File: config.mk
export PLATFORM = sky130hd
export DESIGN_NAME = muldiv_unit
export DESIGN_NICKNAME = d
export VERILOG_FILES = /design/src/rtl/muldiv_pkg.sv /design/src/rtl/muldiv_step.sv /design/src/rtl/muldiv_unit.sv
export SDC_FILE = /design/constraint.sdc
export NUM_CORES = 1
export LEC_CHECK = 0
export ABC_AREA = 1
export CAP_MARGIN = 20
export CORE_UTILIZATION = 42
export DETAILED_ROUTE_END_ITERATION = 7
export GPL_TIMING_DRIVEN = 0
export PLACE_DENSITY = 0.58
export SYNTH_ARGS = -nofsm -noshare
export SYNTH_HDL_FRONTEND = slang
export SYNTH_SLANG_ARGS = --single-unit
File: constraint.sdc
create_clock -name i_clk -period 6.3 [get_ports i_clk]
set_input_delay 1.26 -clock i_clk [delete_from_list [all_inputs] [get_ports i_clk]]
set_output_delay 1.26 -clock i_clk [all_outputs]
set_load 0.05 [all_outputs]
File: src/rtl/muldiv_pkg.sv
// -----------------------------------------------------------------------------
// muldiv_pkg
// Shared definitions for the iterative multiply/divide unit: operation
// encodings, the operation enum and the controller state enum.
// No ports (package).
// -----------------------------------------------------------------------------
package muldiv_pkg;

   localparam logic [1:0] OP_MULT  = 2'b00;
   localparam logic [1:0] OP_MULTU = 2'b01;
   localparam logic [1:0] OP_DIV   = 2'b10;
   localparam logic [1:0] OP_DIVU  = 2'b11;

   typedef enum logic [1:0] {
      MULT  = OP_MULT,
      MULTU = OP_MULTU,
      DIV   = OP_DIV,
      DIVU  = OP_DIVU
   } op_t;

   typedef enum logic [1:0] {
      IDLE  = 2'b00,
      CALC  = 2'b01,
      FIXUP = 2'b10,
      DONE  = 2'b11
   } state_t;

endpackage

File: src/rtl/muldiv_step.sv
// -----------------------------------------------------------------------------
// muldiv_step
// One radix-2 iteration of the shared datapath, purely combinational.
//   multiply : shift-add. {acc, sreg} shifts right; sreg[0] selects whether
//              the multiplicand is added first. Product ends up in
//              {acc[WIDTH-1:0], sreg}.
//   divide   : restoring shift-subtract. {acc, sreg} shifts left; the trial
//              subtraction is kept when it does not borrow, and the quotient
//              bit enters sreg[0]. Remainder ends up in acc, quotient in sreg.
// Ports:
//   i_is_div  1        select divide (1) or multiply (0) step
//   i_acc     WIDTH+1  accumulator in
//   i_sreg    WIDTH    shift register in (multiplier / dividend-quotient)
//   i_opnd    WIDTH    multiplicand / divisor magnitude
//   o_acc     WIDTH+1  accumulator out
//   o_sreg    WIDTH    shift register out
// -----------------------------------------------------------------------------
module muldiv_step
   import muldiv_pkg::*;
#(
   parameter int WIDTH = 32
) (
   input  logic             i_is_div,
   input  logic [WIDTH:0]   i_acc,
   input  logic [WIDTH-1:0] i_sreg,
   input  logic [WIDTH-1:0] i_opnd,
   output logic [WIDTH:0]   o_acc,
   output logic [WIDTH-1:0] o_sreg
);

   logic [WIDTH:0] w_sum;
   logic [WIDTH:0] w_shift;
   logic [WIDTH:0] w_trial;

   always_comb begin
      w_sum   = i_acc + (i_sreg[0] ? {1'b0, i_opnd} : '0);
      w_shift = {i_acc[WIDTH-1:0], i_sreg[WIDTH-1]};
      // Partial remainder is always below the divisor, so the MSB of the
      // (WIDTH+1)-bit difference is a clean borrow indicator.
      w_trial = w_shift - {1'b0, i_opnd};
      if (i_is_div) begin
         if (!w_trial[WIDTH]) begin
            o_acc  = w_trial;
            o_sreg = {i_sreg[WIDTH-2:0], 1'b1};
         end else begin
            o_acc  = w_shift;
            o_sreg = {i_sreg[WIDTH-2:0], 1'b0};
         end
      end else begin
         o_acc  = {1'b0, w_sum[WIDTH:1]};
         o_sreg = {w_sum[0], i_sreg[WIDTH-1:1]};
      end
   end

endmodule

File: src/rtl/muldiv_unit.sv
// -----------------------------------------------------------------------------
// muldiv_unit
// Multi-cycle MULT/MULTU/DIV/DIVU unit with HI/LO result registers.
// Operands are reduced to magnitudes on start, WIDTH radix-2 steps run in
// CALC, FIXUP restores signs, and the result is visible during DONE.
// Ports:
//   i_clk, i_reset_n       clock, asynchronous active-low reset
//   i_start, i_op, i_a, i_b launch (sampled in IDLE only)
//   i_cancel                abort an operation in CALC/FIXUP
//   i_wr_hi, i_wr_lo, i_wdata  direct HI/LO load (IDLE only)
//   o_busy, o_done          status; o_done pulses with a new result
//   o_hi, o_lo              result registers
//   o_div_zero, o_ovf       divide-by-zero / signed-divide overflow flags
// -----------------------------------------------------------------------------
module muldiv_unit
   import muldiv_pkg::*;
#(
   parameter int WIDTH = 32
) (
   input  logic             i_clk,
   input  logic             i_reset_n,
   input  logic             i_start,
   input  logic [1:0]       i_op,
   input  logic [WIDTH-1:0] i_a,
   input  logic [WIDTH-1:0] i_b,
   input  logic             i_cancel,
   input  logic             i_wr_hi,
   input  logic             i_wr_lo,
   input  logic [WIDTH-1:0] i_wdata,
   output logic             o_busy,
   output logic             o_done,
   output logic [WIDTH-1:0] o_hi,
   output logic [WIDTH-1:0] o_lo,
   output logic             o_div_zero,
   output logic             o_ovf
);

   localparam int CW = $clog2(WIDTH + 1);
   localparam logic [WIDTH-1:0] MOST_NEG = {1'b1, {(WIDTH-1){1'b0}}};

   state_t           r_state, w_next;
   logic [CW-1:0]    r_cnt;
   logic             r_is_div, r_neg_q, r_neg_r, r_dz_pend, r_ov_pend;
   logic [WIDTH:0]   r_acc;
   logic [WIDTH-1:0] r_sreg, r_opnd, r_a;
   logic [WIDTH-1:0] r_hi, r_lo;
   logic             r_div_zero, r_ovf;

   logic             w_accept, w_signed, w_is_div;
   op_t              w_op;
   logic [WIDTH-1:0] w_a_mag, w_b_mag;
   logic [WIDTH:0]   w_step_acc;
   logic [WIDTH-1:0] w_step_sreg;
   logic [2*WIDTH-1:0] w_prod;
   logic [WIDTH-1:0] w_fix_hi, w_fix_lo;

   function automatic logic [WIDTH-1:0] f_abs(input logic signed [WIDTH-1:0] v);
      logic [WIDTH-1:0] m;
      m = v[WIDTH-1] ? -v : v;
      return m;
   endfunction

   assign w_op     = op_t'(i_op);
   assign w_signed = (w_op == MULT) || (w_op == DIV);
   assign w_is_div = (w_op == DIV) || (w_op == DIVU);
   assign w_accept = (r_state == IDLE) && i_start && !i_cancel;
   assign w_a_mag  = w_signed ? f_abs(i_a) : i_a;
   assign w_b_mag  = w_signed ? f_abs(i_b) : i_b;

   muldiv_step #(.WIDTH(WIDTH)) u_step (
      .i_is_div (r_is_div),
      .i_acc    (r_acc),
      .i_sreg   (r_sreg),
      .i_opnd   (r_opnd),
      .o_acc    (w_step_acc),
      .o_sreg   (w_step_sreg)
   );

   // FSM: state register
   always_ff @(posedge i_clk or negedge i_reset_n) begin
      if (!i_reset_n) r_state <= IDLE;
      else            r_state <= w_next;
   end

   // FSM: next state
   always_comb begin
      w_next = r_state;
      case (r_state)
         IDLE:    if (w_accept) w_next = CALC;
         CALC:    if (i_cancel) w_next = IDLE;
                  else if (r_cnt == CW'(1)) w_next = FIXUP;
         FIXUP:   w_next = i_cancel ? IDLE : DONE;
         DONE:    w_next = IDLE;
         default: w_next = IDLE;
      endcase
   end

   // FSM: outputs
   always_comb begin
      o_busy = (r_state != IDLE);
      o_done = (r_state == DONE);
   end

   // Sign correction of the raw magnitude results; special divide cases
   // override the arithmetic outcome.
   always_comb begin
      w_prod = {r_acc[WIDTH-1:0], r_sreg};
      if (r_neg_q) w_prod = -w_prod;
      w_fix_hi = w_prod[2*WIDTH-1:WIDTH];
      w_fix_lo = w_prod[WIDTH-1:0];
      if (r_is_div) begin
         w_fix_lo = r_neg_q ? -r_sreg : r_sreg;
         w_fix_hi = r_neg_r ? -r_acc[WIDTH-1:0] : r_acc[WIDTH-1:0];
         if (r_dz_pend) begin
            w_fix_hi = r_a;
            w_fix_lo = '1;
         end else if (r_ov_pend) begin
            w_fix_hi = '0;
            w_fix_lo = r_a;
         end
      end
   end

   always_ff @(posedge i_clk or negedge i_reset_n) begin
      if (!i_reset_n) begin
         r_cnt      <= '0;
         r_is_div   <= 1'b0;
         r_neg_q    <= 1'b0;
         r_neg_r    <= 1'b0;
         r_dz_pend  <= 1'b0;
         r_ov_pend  <= 1'b0;
         r_acc      <= '0;
         r_sreg     <= '0;
         r_opnd     <= '0;
         r_a        <= '0;
         r_hi       <= '0;
         r_lo       <= '0;
         r_div_zero <= 1'b0;
         r_ovf      <= 1'b0;
      end else begin
         if (w_accept) begin
            r_is_div   <= w_is_div;
            r_neg_q    <= w_signed && (i_a[WIDTH-1] ^ i_b[WIDTH-1]);
            r_neg_r    <= w_signed && i_a[WIDTH-1];
            r_acc      <= '0;
            r_sreg     <= w_is_div ? w_a_mag : w_b_mag;
            r_opnd     <= w_is_div ? w_b_mag : w_a_mag;
            r_a        <= i_a;
            r_cnt      <= CW'(WIDTH);
            r_dz_pend  <= w_is_div && (i_b == '0);
            r_ov_pend  <= (w_op == DIV) && (i_a == MOST_NEG) && (i_b == '1);
            r_div_zero <= 1'b0;
            r_ovf      <= 1'b0;
         end else if (r_state == CALC) begin
            r_acc  <= w_step_acc;
            r_sreg <= w_step_sreg;
            r_cnt  <= r_cnt - CW'(1);
         end
         if (r_state == IDLE) begin
            if (i_wr_hi) r_hi <= i_wdata;
            if (i_wr_lo) r_lo <= i_wdata;
         end else if (r_state == FIXUP && !i_cancel) begin
            // Registered on the FIXUP->DONE edge so results are visible
            // for the whole DONE cycle, alongside the done pulse.
            r_hi       <= w_fix_hi;
            r_lo       <= w_fix_lo;
            r_div_zero <= r_dz_pend;
            r_ovf      <= r_ov_pend;
         end
      end
   end

   assign o_hi       = r_hi;
   assign o_lo       = r_lo;
   assign o_div_zero = r_div_zero;
   assign o_ovf      = r_ovf;

endmodule
==> results.yml, run 1 <==
outcome:
  status: "finished, final reports clean"
floorplanning:
  placementRows: 79
  chipHeight_um: 221.2
  core_area_sq_um: 46950
  initial_utilization_pct: 43.00
  ios: 172
  floorplan.die_area_sq_um: 48950
  dieWidth_um: 221.2
worst_setup_path:
  worstSetupPathType: "flip-flop to flip-flop"
  worst-endpoint-required_ns: 6.77
  reg2reg_setup_slack_ns: 1.28
  worstPathArrival_ns: 5.49
  crit_path_start_kind: "flip-flop"
  crit_fanout: 10
  end_kind: "flip-flop"
global_route:
  grt_overflow_total: 0
  grt_max_degree: 119
  antenna_found_initial: 2
  grt_pass1_vias: 23210
  globalRouteTotalUtil_pct: 40.07
  grt_first_pass_wirelength_mm: 146.7
pwr:
  internal-power_w: 0.005955
  switching_share_pct: 60.45
  seq_power_share_pct: 20.5
  p_per_area_nw_per_um2: 639.0
  clockPowerShare_pct: 10.4
  report.power.total_w: 0.01506
  p_switching_w: 0.009101
  p_leak_nw: 11.37
  peakVddDrop_mv: 0.2689
  part_of_the_total_power_dissipated_in_combinational_logic_pct: 69.2
synth:
  synth.area.mux_share_pct: 0
  post_synth_top_area_share_pct: 25.78
  synth.top_cells.by_area: "dfrtp_1 26%, nand2_1 18%, nand3_1 8.2%"
  synth_top_flop_cell: "dfrtp_1"
  synth_adder_area_share_pct: 4.661
  synthDistinctLibCells: 50
  postSynth.asyncResetShare_pct: 100.0
  avgSynthCellArea_sq_um: 5.978
  synthesis.instances: 3377
  complex_gate_fraction_of_the_synthesized_area_pct: 17.85
  synthTopCellsByCount: "966 x nand2_1, 391 x inv_1, 374 x nor2_1"
  synth_simple_gate_area_share_pct: 38.54
  dominant_combinational_cell_family_by_area_after_synthesis: "simple AND/OR/NAND/NOR gates"
  synth-warning-count: 0
  syn_area_sq_um: 20190
  ys_seq_area_share_pct: 25.78
  count_of_flip_flops_with_a_built_in_enable_after_synthesis: 0
  cell_type_contributing_the_most_total_cell_area_after_synthesis: "dfrtp_1"
  yosysMostFrequentCell: "nand2_1"
  ys_seq_elements: 208
  synthesis.nets: 3555
  synth-xor-area-share_pct: 2.646
routing:
  detail_route.wl_per_cell_um: 23.93
  drt_total_wl_mm: 100.6
  drt_pre_antenna_iters: 6
  route.vias.total: 24910
  drt-vias-per-instance: 5.926
  first_iter_violations: 3340
  route.detailed.drc: 0
  ant_nets: 0
clock_network:
  cts_tree: "built"
  cts.repair_timing.setup_buffer_count: 0
  cts_num_sinks: 208
  cts_hold_buffers: 0
  clock-root-buffer: "clkbuf_16"
  ctsHtreeMaxLevel: 1
  clkTransAtPathRegs_ns: 0.06
  number_of_buffers_on_the_longest_clock_path: 3
  cts.repair.resized: 0
  tritoncts.num_buffers: 26
  clk_latency_ns: 0.57
sta:
  timing_max_transition_violations_final: 0
  post-route-period-util_pct: 79.70
  worst-slew-pin-transition_ns: 0.9683
  timing_hold_violations_final: 0
  relSlewSlack_pct: 35.45
  skew_ns: 0.01487
  fmaxAchievable_mhz: 199.2
  rsz0062_at_grt: "no"
  period_minus_slack_ns: 5.021
  setup_violations: 0
job:
  count_of_maximum_capacitance_violations: 0
final_layout:
  layout-area-overhead-vs-synth_pct: 16.71
  postLayoutCellArea_sq_um: 23560
  number_of_nets_in_the_layout: 3754
  layout-drive-gt1-share_pct: 4.979
placed_design:
  port_buffers: 170
  dpl-instance-area_sq_um: 22680
  post-dp-hpwl_mm: 83.03
  globalplace.congestion: 1.066
worst_hold_path:
  hold_path_class: "flip-flop to flip-flop"
## critical path, stage by stage (launching register included)
cell,delay (ns)
dfrtp_1,0.40
clkinv_1,0.37
ha_1,0.39
fa_1,0.37
inv_1,0.08
nand2_1,0.08
o21ai_2,0.24
nand2_1,0.08
nand2_1,0.13
nand2_1,0.07
nand2_1,0.17
nand2_1,0.10
nand2_1,0.07
nand2_1,0.07
a21oi_1,0.15
or2_2,0.14
ha_1,0.11
clkbuf_1,0.52
clkbuf_1,0.50
nand2_1,0.10
o21ai_0,0.44
nand3_1,0.22
o21ai_0,0.12
## final timing paths
check,startpoint,endpoint,depth (start not counted)
max in group asynchronous,i_reset_n,o_hi[16]$_DFFE_PN0P_,2
worst min-delay path,o_lo[22]$_DFFE_PN0P_,o_lo[22]$_DFFE_PN0P_,2
worst min register to register,o_lo[22]$_DFFE_PN0P_,o_lo[22]$_DFFE_PN0P_,2
min in group asynchronous,i_reset_n,r_opnd[29]$_DFFE_PN0P_,1
worst max-delay path,r_sreg[31]$_DFFE_PN0P_,r_acc[11]$_DFFE_PN0P_,22
worst max register to register,r_sreg[31]$_DFFE_PN0P_,r_acc[11]$_DFFE_PN0P_,22
## metrics by stage
step	hold slack [ns]	util, %	instances	setup slack (ns)	TNS [ns]
final	0.4935	50.18	4203	1.279	0
after global routing	0.5201	50.18	4202	1.073	0
after CTS	0.4958	50.18	4202	1.526	0
after detailed placement	0.4814	48.31	4155	1.587	0
after global placement	0.4810	48.24	4154	-5.186	-1067.04
after floorplan	0.4571	-	3377	3.045	0
## power by group through the flow
stage	clock (W)	combinational [W]	sequential, W
3_3_place_gp	0	0.00993	0.00300
6_report	0.00156	0.0104	0.00308
5_1_grt	0.00160	0.0112	0.00308
3_5_place_dp	0	0.0100	0.00301
4_1_cts	0.00156	0.0101	0.00299
2_1_floorplan	0	0.00600	0.00320
## flip-flops by register name, indices dropped and copies added (netlist names)
signal	cells
o_ovf	1
o_hi	32
r_dz_pend	1
r_a	32
r_is_div	1
r_neg_q	1
r_opnd	32
r_cnt	6
o_lo	32
r_state	2
o_div_zero	1
r_sreg	32
r_neg_r	1
r_acc	33
r_ov_pend	1
## routing by layer
| layer | up-vias | share of wire, % | GRT usage, % |
|---|---|---|---|
| met5 | - | 0.028 | 0 |
| met4 | 4 | 5.7 | 19.47 |
| met3 | 260 | 12 | 8.923 |
| met2 | 1509 | 41 | 58.77 |
| met1 | 11660 | 41 | 55.33 |
| li1 | 11480 | - | - |
## cell families after synthesis
group	count (synthesis)
simple gates	1825
compound gates	662
xor+xnor	61
flops	208
buf+inv	547
fa+ha+maj	74
## cell usage in the layout, fill, tap and decap left out, types with 35 or more instances in the layout
cell / synthesis / final
nand2_1: 966 / 966
inv_1: 391 / 391
nor2_1: 374 / 374
nand3_1: 330 / 330
o21ai_0: 266 / 266
a21oi_1: 249 / 249
dfrtp_1: 208 / 208
clkdlybuf4s50_1: 0 / 169
clkbuf_1: 72 / 76
ha_1: 72 / 72
xor2_1: 47 / 47
buf_2: 38 / 38
nand4_1: 36 / 36
nor3_1: 35 / 35
## cell type report
class | count | area, sq um
Multi-Input combinational cell | 2622 | 12860
Fill cell | 4957 | 23390
Antenna cell | 1 | 2.502
Clock buffer | 35 | 734.5
Tap cell | 607 | 759.5
Sequential cell | 208 | 5205
Inverter | 415 | 1559
Clock inverter | 12 | 142.6
Timing Repair Buffer | 171 | 1734
Buffer | 132 | 565.5
No activity file was read; power rests on OpenSTA's default activity.
==> run 2, diff against run 1 <==
PLACE_DENSITY = 0.6   (was 0.58)
clock period = 4.3 ns   (was 6.3 ns; I/O delays follow)
==> results.yml, run 2 (synthesis gave the netlist of run 1 again) <==
clock_network:
  cts_hold_buffers: 0
  tritoncts.num_buffers: 26
  clk_latency_ns: 0.57
  cts_tree: "built"
  number_of_buffers_on_the_longest_clock_path: 3
  cts_num_sinks: 208
  clock-root-buffer: "clkbuf_16"
  ctsHtreeMaxLevel: 1
  clkTransAtPathRegs_ns: 0.07
routing:
  ant_nets: 0
  first_iter_violations: 3214
  detail_route.wl_per_cell_um: 25.12
  drt-vias-per-instance: 6.026
  route.detailed.drc: 0
  route.vias.total: 25330
  drt_pre_antenna_iters: 7
  drt_total_wl_mm: 105.6
global_route:
  grt_overflow_total: 0
  antenna_found_initial: 4
  globalRouteTotalUtil_pct: 42.30
  grt_pass1_vias: 23730
  grt_max_degree: 113
  grt_first_pass_wirelength_mm: 153.2
final_layout:
  layout-drive-gt1-share_pct: 5.256
  layout.cells.most_common: "nand2_1"
  postLayoutCellArea_sq_um: 23600
  layout.cells.most_common_list: "966 x nand2_1, 390 x inv_1, 374 x nor2_1, 330 x nand3_1, 266 x o21ai_0"
  layout-area-overhead-vs-synth_pct: 16.89
  regMostFlops: "r_acc"
  antenna_cells_inserted: 0
  number_of_nets_in_the_layout: 3756
  largest_register_ff_count: 33
floorplanning:
  core_area_sq_um: 46950
  chipHeight_um: 221.2
  dieWidth_um: 221.2
  initial_utilization_pct: 43.00
  ios: 172
  floorplan.die_area_sq_um: 48950
  placementRows: 79
worst_setup_path:
  worstPathArrival_ns: 4.52
  worst-endpoint-required_ns: 4.80
  worstSetupPathDepth: 21
  cp_top_family: "simple AND/OR/NAND/NOR gates"
  end_kind: "flip-flop"
  crit_top_cell: "nand2_1"
  timing.critical_path.cells: "clkinvlp_4 -> ha_1 -> fa_1 -> inv_1 -> nand2_1 -> o21ai_2 -> nand2_1 -> nand2_1 -> nand2_1 -> nand2_1 -> nand2_1 -> nand2_1 -> nand2_1 -> a21oi_1 -> or2_2 -> ha_4 -> buf_1 -> nand3_1 -> nand2_1 -> nand2_1 -> nand2_1"
  critical_path.n_buffers_inverters: 3
  reg2reg_setup_slack_ns: 0.29
  cp_max_delay_cell: "buf_1"
  critPathMaxStageDelay_ns: 0.50
  reg2reg_depth: 21
  worstSetupPathType: "flip-flop to flip-flop"
  crit_path_start_kind: "flip-flop"
  crit_fanout: 10
placed_design:
  post-dp-hpwl_mm: 87.03
  globalplace.congestion: 1.110
  port_buffers: 170
  dpl-instance-area_sq_um: 22710
sta:
  fmaxAchievable_mhz: 249.1
  fin_setup_tns_ns: 0
  skew_ns: 0.01663
  worst-slew-pin-transition_ns: 1.176
  post-route-period-util_pct: 93.34
  period_minus_slack_ns: 4.014
  timing_max_transition_violations_final: 0
  timing_hold_violations_final: 0
  setup_violations: 0
  rsz0062_at_grt: "no"
  relSlewSlack_pct: 21.33
job:
  count_of_maximum_capacitance_violations: 0
pwr:
  p_per_area_nw_per_um2: 944.7
  p_leak_nw: 11.38
  peakVddDrop_mv: 0.4574
worst_hold_path:
  hold_path_class: "primary input to async pin"
outcome:
  status: "finished, final reports clean"
-- run 2: changes by cell type in the layout (fill, tap and decap cells not counted), sizes merged --
cell / previous run / this run
buf: 62 / 65
clkinvlp: 3 / 6
clkinv: 9 / 7
bufinv: 2 / 1
clkbuf: 107 / 106
diode: 1 / 0
inv: 413 / 412
-- run 2: per-stage QoR --
| step | util, % | hold slack (ns) | total power (W) | setup WS (ns) | cells |
|---|---|---|---|---|---|
| floorplan | - | 0.4571 | 0.01348 | 1.045 | 3377 |
| global placement | 48.24 | 0.4782 | 0.01910 | -6.473 | 4154 |
| detailed placement | 48.37 | 0.4786 | 0.01925 | -0.09720 | 4156 |
| CTS | 50.17 | 0.05082 | 0.02151 | 0.05516 | 4201 |
| global route | 50.26 | 0.06236 | 0.02354 | 0.04312 | 4203 |
| finish | 50.26 | 0.06268 | 0.02229 | 0.2862 | 4203 |
-- run 2: final timing paths --
path,startpoint,endpoint
worst max-delay path,r_sreg[31]$_DFFE_PN0P_,r_acc[27]$_DFFE_PN0P_
worst min-delay path,i_reset_n,r_opnd[29]$_DFFE_PN0P_
worst max register to register,r_sreg[31]$_DFFE_PN0P_,r_acc[27]$_DFFE_PN0P_
worst min register to register,o_lo[19]$_DFFE_PN0P_,o_lo[19]$_DFFE_PN0P_
max in group asynchronous,i_reset_n,o_hi[3]$_DFFE_PN0P_
min in group i_clk,o_lo[19]$_DFFE_PN0P_,o_lo[19]$_DFFE_PN0P_
-- run 2: area by class of cell --
class | instances | area [sq um]
tap | 607 | 759.5
fill | 4908 | 23350
clock buffer | 35 | 734.5
timing repair buffer | 174 | 1777
sequential | 208 | 5205
inverter | 415 | 1567
buffer | 131 | 568.0
multi-input combinational | 2622 | 12870
clock inverter | 11 | 116.4
-- run 2: layer usage --
layer | vias up | track usage (%) | part of all wire, %
met1 | 11910 | 55.21 | 40
met3 | 312 | 12.76 | 13
li1 | 11460 | - | -
met4 | 8 | 20.46 | 5.6
met2 | 1637 | 63.46 | 42
met5 | - | 0 | 0.050
-- run 2: timing repair --
item / in CTS / in global routing
buffers inserted: 0 / 2
gates cloned: 0 / 0
resized for setup: 0 / 14
setup endpoints to repair: 26 / 31
-- run 2: worst register-to-register path: cells and delay by family, from the launching register on --
family / cells / cell delay, ns
simple gates: 13 / 1.42
flops: 1 / 0.43
fa+ha+maj: 3 / 0.90
buf+inv: 3 / 0.82
compound gates: 2 / 0.37
-- run 2: power by group --
part | switching, W | leakage [nW] | total [W] | internal [W]
clock network | 0.000952 | 0.404 | 0.00222 | 0.00126
registers | 0.00166 | 2.48 | 0.00457 | 0.00291
logic | 0.0110 | 8.49 | 0.0155 | 0.00455
total | 0.0136 | 11.4 | 0.0223 | 0.00873
